**config.mk**
```make
export PLATFORM = sky130hd
export DESIGN_NAME = note_recorder
export DESIGN_NICKNAME = d
export VERILOG_FILES = /design/src/rtl/note_recorder.sv
export SDC_FILE = /design/constraint.sdc
export NUM_CORES = 1
export LEC_CHECK = 0
export CAP_MARGIN = 10
export CORE_UTILIZATION = 50
export CTS_BUF_LIST = sky130_fd_sc_hd__clkbuf_4 sky130_fd_sc_hd__clkbuf_8
export CTS_CLUSTER_SIZE = 16
export DETAILED_ROUTE_END_ITERATION = 8
export PLACE_DENSITY = 0.77
export SETUP_SLACK_MARGIN = 0.05
export SYNTH_ARGS = -nofsm -noshare
export SYNTH_HDL_FRONTEND = slang
export SYNTH_SLANG_ARGS = --single-unit
```
**constraint.sdc**
```tcl
create_clock -name CLOCK_50 -period 2.24 [get_ports CLOCK_50]
set_input_delay 0.224 -clock CLOCK_50 [delete_from_list [all_inputs] [get_ports CLOCK_50]]
set_output_delay 0.224 -clock CLOCK_50 [all_outputs]
set_load 0.02 [all_outputs]
```
**src/rtl/note_recorder.sv**
```systemverilog
// Zero-crossing note recorder: measures half-periods of a signed audio stream and writes one
// delay value per tick into the note RAM. Define NOTE_RECORDER_SMOOTH_EN to average consecutive half-periods.
module note_recorder #(
    parameter logic [26:0]        TICK_LIMIT = 27'd9200000,
    parameter logic [9:0]         MAX_LINES  = 10'd252,
    parameter logic signed [31:0] HYST       = 32'sd50000000,
    parameter logic [19:0]        HALF_MAX   = 20'hFFFFF
) (
    input  logic        CLOCK_50,
    input  logic        reset,
    input  logic        audio_in_available,
    input  logic [31:0] left_channel_audio_in,
    output logic        read_audio_in,
    input  logic        start,
    input  logic        stop,
    output logic [9:0]  ram_address,
    output logic [19:0] ram_data,
    output logic        ram_wren,
    output logic        busy,
    output logic        done,
    output logic [10:0] lines_written
);

    typedef enum logic [1:0] {IDLE, ARM, RECORD, DONE} state_t;

    state_t             state;
    logic signed [31:0] sample;
    logic               consumed;
    logic               crossing;
    logic               pos;
    logic               valid;
    logic [19:0]        half_cnt;
    logic [19:0]        last_half;
    logic [26:0]        tick;
    logic               final_write;
    logic [19:0]        wr_value;

    assign read_audio_in = audio_in_available;
    assign sample        = left_channel_audio_in;
    assign consumed      = audio_in_available & read_audio_in;
    assign crossing      = consumed && ((!pos && (sample > HYST)) || (pos && (sample < -HYST)));
    assign final_write   = ram_wren && (ram_address == MAX_LINES);

`ifdef NOTE_RECORDER_SMOOTH_EN
    logic [19:0] prev_half;
    logic        prev_valid;

    function automatic logic [19:0] smooth_avg(input logic [19:0] a, input logic [19:0] b);
        logic [20:0] sum;
        sum = {1'b0, a} + {1'b0, b};
        return sum[20:1];
    endfunction

    assign wr_value = (valid && prev_valid) ? smooth_avg(last_half, prev_half) : 20'd0;

    always_ff @(posedge CLOCK_50) begin
        if (reset) begin
            prev_half  <= 20'd0;
            prev_valid <= 1'b0;
        end else if (crossing) begin
            prev_half  <= last_half;
            prev_valid <= valid;
        end else if (half_cnt == HALF_MAX) begin
            prev_valid <= 1'b0;
        end
    end
`else
    assign wr_value = valid ? last_half : 20'd0;
`endif

    // Half-period measurement: value is cycles-between-crossings minus one
    always_ff @(posedge CLOCK_50) begin
        if (reset) begin
            pos       <= 1'b0;
            valid     <= 1'b0;
            half_cnt  <= 20'd0;
            last_half <= 20'd0;
        end else if (crossing) begin
            pos       <= !pos;
            valid     <= 1'b1;
            half_cnt  <= 20'd0;
            last_half <= half_cnt;
        end else if (half_cnt != HALF_MAX) begin
            half_cnt <= half_cnt + 20'd1;
        end else begin
            valid <= 1'b0;
        end
    end

    // Recording FSM; the address advances in the cycle the write is visible
    always_ff @(posedge CLOCK_50) begin
        if (reset) begin
            state         <= IDLE;
            tick          <= 27'd0;
            ram_address   <= 10'd0;
            ram_data      <= 20'd0;
            ram_wren      <= 1'b0;
            busy          <= 1'b0;
            done          <= 1'b0;
            lines_written <= 11'd0;
        end else begin
            ram_wren <= 1'b0;
            case (state)
                IDLE, DONE: begin
                    if (start) begin
                        state         <= ARM;
                        tick          <= 27'd0;
                        ram_address   <= 10'd0;
                        lines_written <= 11'd0;
                        busy          <= 1'b1;
                        done          <= 1'b0;
                    end
                end
                ARM: begin
                    if (stop) begin
                        state <= DONE;
                        busy  <= 1'b0;
                        done  <= 1'b1;
                    end else if (crossing) begin
                        state <= RECORD;
                        tick  <= 27'd0;
                    end
                end
                RECORD: begin
                    if (ram_wren && !final_write)
                        ram_address <= ram_address + 10'd1;
                    if (tick == TICK_LIMIT) begin
                        tick <= 27'd0;
                        if (!final_write) begin
                            ram_wren      <= 1'b1;
                            ram_data      <= wr_value;
                            lines_written <= lines_written + 11'd1;
                        end
                    end else begin
                        tick <= tick + 27'd1;
                    end
                    if (final_write || stop) begin
                        state <= DONE;
                        busy  <= 1'b0;
                        done  <= 1'b1;
                    end
                end
                default: state <= IDLE;
            endcase
        end
    end

endmodule

```
### After elaboration in Yosys (flattened, before gate mapping)

Index checks and enable logic that the tools add are counted.

* output and inout bits: 45
* input port bits: 37
* register bits: 115

* bitwise gates (word level): 3
* reductions and logical operators: 20
* eq/ne operators: 16
* muxes and demuxes: 29
* add/sub/neg operators: 4
* $lt $le $gt $ge: 2

Operators by type and width (count)
* $mux W27: 4
* $pmux W27 S3: 1
* $mux W11: 3
* $gt A32 B27 Y1 const B: 1
* $lt A32 B27 Y1 const B: 1
* $add A27 B1 Y27 const B: 1
* $eq A27 B24 Y1 const B: 1
* $pmux W11 S2: 1
* $add A20 B1 Y20 const B: 1
* $mux W10: 2
* $mux W20: 1
* $ne A20 B20 Y1 const B: 1
* $pmux W10 S2: 1
* $ne A2 B2 Y1 const B: 9
* $reduce_and A3 Y1: 5
* $add A11 B1 Y11 const B: 1
* $add A10 B1 Y10 const B: 1
* $eq A10 B8 Y1 const B: 1
* $mux W1: 9
* $mux W2: 4
* $pmux W1 S3: 2
* $pmux W2 S3: 1
* $logic_and A1 B1 Y1: 5
* $eq A2 B2 Y1 const B: 2
* other kinds (10): 15

### Depth between registers and ports, before layout

Gate-level depths: netlist of the first run.

* depth in word-level cells: 7
* mapped depth: 10
* gate-level depth less buffers: 8

### Worst setup path before layout of the first run

Ideal clock, no wire load.

* path type: reg-to-reg
* start: reg ram_address[0]
* end: reg ram_address[7]
* period minus slack after synthesis: 2.308 ns
* stages on the path, launching flop included: 9
* data arrival time: 2.180 ns
* setup slack: -0.068 ns
* required time: 2.112 ns
* buffers on the path: 0
* path through: dfxtp_1 -> inv_1 -> ha_1 -> or3b_2 -> o31ai_1 -> a2111oi_0 -> nand4_1 -> xor2_1 -> nor2_1

* longest elaborated chain between the ends: 6
* elaborated cells on any way between the ends: 9
* those cells by class: 1 x add/sub; 2 x eq/ne; 2 x mux; 4 x reduce/logical

RTL lines
* start: declaration: RTL line 16 `output logic [9:0] ram_address,`
* start signal: assignment: RTL line 126 `ram_address <= ram_address + 10'd1;`
* parallel branches: the longest is 6 deep, another holds $add A10 B1 Y10

Several ways; the timed one is not identified. The select of a mux whose other input is x is not followed.
A chain may end at the register's enable or synchronous reset.

### Final worst setup path of the first run

* start: reg ram_address[0]
* end: reg lines_written[0]

* longest elaborated chain between the ends: 4

RTL lines
* $eq A10 B8 Y1: RTL line 42 `assign final_write = ram_wren && (ram_address == MAX_LINES);`
* $logic_and A1 B1 Y1: RTL line 42
* $ne A2 B2 Y1 (no source line)
* $reduce_and A4 Y1 (no source line)
* end signal: assignment: RTL line 132 `lines_written <= lines_written + 11'd1;`
* end: declaration: RTL line 21 `output logic [10:0] lines_written`

Every way passes these cells.

==> impl_results.md, run 1 <==
- Leading post-synthesis cells by cell area: dfxtp_1 38%, nor2_1 5.1%, nand3_1 4.2%
- IO Count: 82
- Slack of the worst reg-to-reg path: 80 ps
- Fraction of power spent switching nets: 0.372
- Area leader, netlist: dfxtp_1
- Sequential share of power: 0.363
- Area of the die: approximately 0.012 sq mm
- Slew Limit Fails: 0
- Insertion delay to the later sink of the worst-skew pair: 450 ps
- Reported leakage power: 2.89 nW
- Fraction of the yosys area taken by sequential cells: 0.385
- Met3 track demand over resource: 0.0626
- Hold path cells: 2
- Clock Skew: 10.1 ps
- Pre-Repair DR Iteration Count: 7
- Clock period minus worst slack: 2160 ps
- Number of warnings printed during yosys synthesis: 0
- CTS H-Tree Depth: 4
- Worst Max-Slew Pin Slew: about 570 ps
- Non-filler cells in the finished layout: 993
- Die Span Y: between 100 and 150 um
- Worst supply voltage drop on vdd: roughly 0.00050 V
- Failing checks: design-rule violations
- Worst max-slew margin expressed relative to the limit: 0.614
- Share of Yosys cell area claimed by the top area cell type: 0.385
- Share of async-settable or async-resettable flops after synthesis: 0
- Minimum hold slack: 43.7 ps
- Tcrit/Tclk final: 0.963
- Number of antenna violations at the first check in global routing: 0
- Number of DRC violations after detailed routing: 6
- Number of buffers inserted by port buffering: ~80
- Clock tree from TritonCTS: yes
- Core area: 0.0115 sq mm
- Clock network fraction of total power: 0.303
- Most used routing layer in global routing: met2
- Net count reported at finish: 882
- Post-detailed-placement half-perimeter wirelength: 11,500 um
- Synthesis-to-finish area growth: 31.4%
- Commonest non-fill, non-tap cell in the layout: dfxtp_1
- Aggregate global routing overflow: 0
- Maximum clock frequency: between 0.4 and 0.5 GHz
- Number of nets produced by synthesis: 751
- Final wirelength: 16,500 um
- Met2 Usage GRT: 0.453
- Combinational share of power: 0.334
- Data arrival time at the worst-slack endpoint: around 2500 ps
- Maximum buffer depth of the clock tree: 2
- Destination of the worst hold path: ram_wren$_SDFF_PP0_
- Number of instances in the placed design: 959
- Per-cell routed wire length: around 17 um
- Effective utilization at floorplan: 0.519
- Number of synthesized flops with an enable pin: 0
- Final setup fails: 0
- Switching Power: about 0.0022 W
- Final hold violation count: 0
- Clock buffers created by TritonCTS: 17
- Commonest non-fill, non-tap cells in the layout: 113 x dfxtp_1, 80 x nor2_1, 80 x clkdlybuf4s50_1, 75 x buf_4, 48 x nand3_1
- Internal Pwr Total: 0.00372 W
- MaxCap Viol Count: 0
- Status: finished with violations
- Routability-driven placement congestion ratio: 0.883
- Final total negative setup slack: 0 ps
- Pwr Density: 753 mW/mm^2
- Total GRT Usage: 0.269
- Critical register-to-register path endpoint: lines_written[0]$_SDFFE_PP0P_
- Origin of the critical flop-to-flop path: ram_address[0]$_SDFFE_PP0P_
- Flip-flop and latch count after synthesis: 115
- First-pass GRT wire length: 27,300 um
- Die extent in x: 111 um
- Distinct cells, synth: 69
- Launch point of the worst hold path: reset
- Met1 usage: 0.331
- Worst Setup Start Kind: register
- Mean Syn Cell Area: approximately 8.5 sq um
- Post-synthesis instance area: around 0.006 sq mm
- Worst hold-check path type: input pin to register
- Number of sinks on the clock net: roughly 120
- Cell at the root of the clock tree: clkbuf_8
- Register clock-pin slew on the reported worst setup and hold paths: 70 ps
- Critical-path maximum fanout: 5
- Antenna-violating nets left: 0
- Crit. End Element: register
- Post-synthesis instance total: ~710
- Detail-routed via count per cell: 6.14
- Main synth FF type: dfxtp_1
- WS Path Type: register to register
- Ratio of cells with drive above 1 in the final layout: 0.188
- CTS Hold Buffers Added: 0
- Maximum number of pins on one net before global-route repair: 31
- Violation count after the first detailed-routing iteration: roughly 410
- Post-route core utilization: 0.682
- Unrepaired setup endpoints after global routing: true
- Number of placement rows: 39
- Total vias in the final route: roughly 6,100
- Fill cell count: 905
- FF-to-FF path depth: 10
- Data required time of the worst path: 2620 ps
- Via count of the first global-routing pass: 5,949
- Inserted Diodes: 0
[cells by family (layout without fill, tap and decap cells)]
group / after synthesis / after routing / share of synthesized area
xor+xnor: 28 / 28 / 0.0410
buf+inv: 65 / 209 / 0.0450
simple gates: 326 / 326 / 0.294
fa+ha+maj: 8 / 8 / 0.0167
mux: 22 / 22 / 0.0368
compound gates: 142 / 142 / 0.181
flops: 115 / 115 / 0.385
[sequential cells by signal (all words and copies together) (netlist names), 2 cells and up]
register and flops:
half_cnt 20, ram_data 20, last_half 20, state 2
ram_address 10, lines_written 11, tick 27
[how the worst max path moves through the flow]
stage / endpoint / startpoint / cells after the start
floorplan: busy$_SDFFE_PP0P_ / ram_address[0]$_SDFFE_PP0P_ / 8
global placement: tick[22]$_SDFFE_PP0P_ / left_channel_audio_in[20] / 8
detailed placement: tick[11]$_SDFFE_PP0P_ / left_channel_audio_in[23] / 9
CTS: ram_data[12]$_SDFFE_PP0P_ / tick[21]$_SDFFE_PP0P_ / 7
global route: lines_written[0]$_SDFFE_PP0P_ / ram_address[0]$_SDFFE_PP0P_ / 10
finish: lines_written[0]$_SDFFE_PP0P_ / ram_address[0]$_SDFFE_PP0P_ / 10
[metrics by stage]
step	power (W)	instance area, sq um	worst slack [ps]
final	0.00592	7860	84.0
after global placement	0.00400	7380	-272
after CTS	0.00588	7770	46.1
after detailed placement	0.00406	7380	-356
after global routing	0.00619	7860	-19.1
after floorplan	0.00332	5980	60.9
[synthesized netlist by cell type (3+ instances only)]
library cell / number
a211oi_1: 12
a21oi_1: 31
a22o_1: 20
a31oi_1: 5
a41oi_1: 6
and2_1: 6
and3_1: 22
and4_1: 5
buf_2: 8
clkbuf_1: 35
dfxtp_1: 115
ha_1: 8
inv_1: 17
mux2i_1: 22
nand2_1: 47
nand3_1: 50
nand4_1: 28
nor2_1: 81
nor2b_1: 9
nor3_1: 25
nor3b_1: 4
nor4_1: 12
nor4_2: 3
nor4b_1: 3
nor4b_2: 3
o211ai_1: 7
o21ai_0: 16
o221ai_1: 13
o311ai_1: 3
o31ai_1: 3
o41ai_1: 3
or3_1: 9
xnor2_1: 4
xor2_1: 24
[critical path, cell delays in order, from the launching register on]
cell and delay, ps:
dfxtp_2 330, inv_2 40, ha_2 160, or3b_4 250, o41ai_4 60, buf_4 160
o32ai_4 400, nand2_2 90, buf_4 160, or3_1 310, a21oi_1 130
[per-layer routing]
layer  vias to the layer above  share of wire
met5                         -              0
met4                         0          0.017
met3                        31          0.059
met2                       226           0.50
met1                      2946           0.43
li1                       2898              -
[repair_timing]
action,in CTS,in global routing
pin swaps,1,12
setup buffers,1,1
resized for setup,1,26
endpoints found under the setup margin,6,61
[area by class of cell]
cell class,count,area [sq um],area share
multi-input cells,526,3500,0.446
flip-flops and latches,115,2300,0.293
repair buffers,159,1430,0.182
clock buffers,20,275,0.0350
well taps,143,179,0.0228
clock inverters,12,97.6,0.0124
inverters,18,67.6,0.00860
[power groups by stage]
| stage | Clock [W] | Combinational, W | Sequential (W) |
|---|---|---|---|
| after CTS | 0.00182 | 0.00191 | 0.00215 |
| after global placement | 0 | 0.00181 | 0.00219 |
| after global routing | 0.00191 | 0.00213 | 0.00215 |
| final | 0.00179 | 0.00198 | 0.00215 |
| after detailed placement | 0 | 0.00187 | 0.00219 |
| after floorplan | 0 | 0.00111 | 0.00221 |
Note: power is estimated with default switching activity, not from simulation.
==> run 2, diff against run 1 <==
- CORE_MARGIN: default -> 10
==> run 2 against run 1 <==
The flow now finishes without violations. Wire length increased by 5.9%. Clock power grew 16%. Worst setup slack worse by 59 ps. Register-to-register slack got worse by 60 ps. Global-route usage is 6.6 points lower. Critical path depth stayed put. Final cell count is 0.10% lower. Largest power group is now combinational cells.
==> impl_results.md, run 2 (synthesis gave the netlist of run 1 again) <==
- Via count of the first global-routing pass: 5,901 (-0.81%)
- Maximum number of pins on one net before global-route repair: 42 (+35%)
- Clock period minus worst slack: 2210 ps (+58.7 ps)
- Number of placement rows: 39 (unchanged)
- FF-to-FF path depth: 10 (unchanged)
- Worst Setup Start Kind: register
- Critical register-to-register path endpoint: lines_written[0]$_SDFFE_PP0P_
- Per-cell routed wire length: 17.6 um (+6.0%)
- Flip-flop count of the largest register, all copies and words added: 27 (unchanged)
- Clock Skew: 11.7 ps (+1.55 ps)
- Routability-driven placement congestion ratio: 0.915 (+3.6%)
- Maximum buffer depth of the clock tree: 2 (unchanged)
- Worst Max-Slew Pin Slew: 640 ps (+65.3 ps)
- Commonest non-fill, non-tap cells in the layout: 113 x dfxtp_1, 80 x clkdlybuf4s50_1, 79 x nor2_1, 67 x buf_4
- Commonest non-fill, non-tap cell in the layout: dfxtp_1
- Detail-routed via count per cell: 6.15 (about the same)
- Pre-Repair DR Iteration Count: 5 (-2)
- Final worst setup slack: 25.3 ps (-58.7 ps)
- Launch point of the worst hold path: reset
- Synthesis-to-finish area growth: 34.6%
- Worst max-slew margin expressed relative to the limit: 0.570 (-0.0439)
- Die extent in x: 129 um (+16%)
- Die Span Y: 129 um (+16%)
- Final setup fails: 0 (unchanged)
- Final non-filler cell area: 0.00805 sq mm (+2.5%)
- Worst supply voltage drop on vdd: 0.000759 V (+52%)
- Origin of the critical flop-to-flop path: ram_address[1]$_SDFFE_PP0P_
- Unrepaired setup endpoints after global routing: true
- Tcrit/Tclk final: 0.989 (+0.0262)
- Effective utilization at floorplan: 0.517 (-0.00219)
- WS Path Type: register to register
- Hold path cells: 2 (unchanged)
- Final wirelength: 17,500 um (+5.9%)
- Crit. End Element: register
- Critical-path maximum fanout: 5 (unchanged)
- Final hold violation count: 0 (unchanged)
- Aggregate global routing overflow: 0 (unchanged)
- Storage element area: 0.00230 sq mm (unchanged)
- Total GRT Usage: 0.203 (-0.0662)
- First-pass GRT wire length: 28,200 um (+3.2%)
- Number of DRC violations after detailed routing: 0 (-6)
- CTS H-Tree Depth: 4 (unchanged)
- Clock tree from TritonCTS: yes
- Destination of the worst hold path: ram_wren$_SDFF_PP0_
- MaxCap Viol Count: 0 (unchanged)
- Fill cell count: 866 (-4.3%)
- Cell at the root of the clock tree: clkbuf_8
- Worst setup slack before clock tree synthesis: -358 ps (-2.29 ps)
- Core area: 0.0116 sq mm (+0.42%)
- Insertion delay to the later sink of the worst-skew pair: 440 ps (about the same)
- Slack of the worst reg-to-reg path: 30 ps (-60 ps)
- Area of the die: 0.0167 sq mm (+35%)
- Register name with the most flops: tick
- Clock buffers created by TritonCTS: 17 (unchanged)
- Inserted Diodes: 0 (unchanged)
- Ratio of cells with drive above 1 in the final layout: 0.199 (+0.0108)
- Number of sinks on the clock net: 115 (unchanged)
- Number of buffers inserted by port buffering: 81 (unchanged)
- IO Count: 82 (unchanged)
- Data arrival time at the worst-slack endpoint: 2580 ps (+40 ps)
- Register clock-pin slew on the reported worst setup and hold paths: 70 ps (about the same)
- Total area of multi-input combinational cells: 0.00359 sq mm (+2.4%)
- Maximum clock frequency: 0.452 GHz (-2.7%)
- Reported leakage power: 2.98 nW (+3.0%)
- Total vias in the final route: 6,097 (-0.066%)
- Number of antenna violations at the first check in global routing: 0 (unchanged)
- Antenna-violating nets left: 0 (unchanged)
- Instance area after placement: 0.00739 sq mm (about the same)
- Status: finished, final reports clean
- Slew Limit Fails: 0 (unchanged)
- Violation count after the first detailed-routing iteration: 550 (+33%)
- Data required time of the worst path: 2610 ps (about the same)
- Net count reported at finish: 881 (-0.11%)
- Pwr Density: 811 mW/mm^2 (+7.6%)
- Post-detailed-placement half-perimeter wirelength: 12,200 um (+6.1%)
- Worst hold-check path type: input pin to register
-- run 2: changes by cell type in the layout (fill, tap and decap cells not counted), moves of 2 or more --
cell / delta
clkinvlp_4: -2
nor3_2: +2
clkbuf_8: -2
bufinv_16: +3
buf_12: +4
a211oi_2: +6
nor4_2: -2
o21ai_0: -2
nor4b_2: -2
a2111oi_2: -2
buf_4: -8
nor3_1: -2
buf_6: +3
a211oi_1: -6
-- run 2: through the flow --
step | util | TNS [ps] | hold slack, ps | total power, W | instances
CTS | 0.679 | 0 | 41.1 | 0.00626 | 987
finish | 0.696 | 0 | 61.2 | 0.00653 | 992
global route | 0.696 | -197 | 48.0 | 0.00681 | 992
floorplan | - | 0 | 432 | 0.00332 | 706
detailed placement | 0.639 | -16730 | 447 | 0.00413 | 953
global placement | 0.639 | -14430 | 438 | 0.00406 | 953
-- run 2: area by class of cell --
cell class	instances	area share
Multi-Input combinational cell	526	0.446
Clock inverter	13	0.0214
Inverter	18	0.00839
Tap cell	143	0.0222
Timing Repair Buffer	158	0.184
Clock buffer	19	0.0317
Sequential cell	115	0.286
-- run 2: worst max-delay path, stage by stage (launching register included) --
cell and delay (ps):
dfxtp_2 340, inv_2 50, ha_1 170, or3b_4 260, o41ai_4 60, buf_4 160, o32ai_4 390, nand2_2 110
buf_6 140, or3_4 320, a21oi_2 140
-- run 2: routing by layer --
layer	global-route usage	share of wire	vias up
li1	-	-	2899
met1	0.243	0.43	2930
met2	0.345	0.49	235
met3	0.0555	0.066	33
met4	0.0689	0.019	0
met5	0	0	-
-- run 2: worst max path at each step --
| stage | from | to | slack [ps] | depth (start not counted) |
|---|---|---|---|---|
| after floorplan | ram_address[0]$_SDFFE_PP0P_ | busy$_SDFFE_PP0P_ | 60 | 8 |
| after global placement | left_channel_audio_in[25] | tick[14]$_SDFFE_PP0P_ | -320 | 8 |
| after detailed placement | left_channel_audio_in[25] | tick[13]$_SDFFE_PP0P_ | -360 | 9 |
| after CTS | ram_address[0]$_SDFFE_PP0P_ | lines_written[7]$_SDFFE_PP0P_ | 50 | 9 |
| after global routing | ram_address[0]$_SDFFE_PP0P_ | lines_written[0]$_SDFFE_PP0P_ | -90 | 10 |
| final | ram_address[1]$_SDFFE_PP0P_ | lines_written[0]$_SDFFE_PP0P_ | 30 | 10 |
-- run 2: timing repair --
item,4_1_cts,5_1_grt
endpoints found under the setup margin,30,57
hold endpoints to repair,0,0
hold buffers,0,0
pin swaps,2,15
setup buffers,2,5
resized for setup,5,41
-- run 2: power by group --
| part | internal [W] | switching (W) |
|---|---|---|
| Combinational | 0.000940 | 0.00136 |
| Sequential | 0.00210 | 0.0000428 |
| Clock | 0.00116 | 0.000919 |
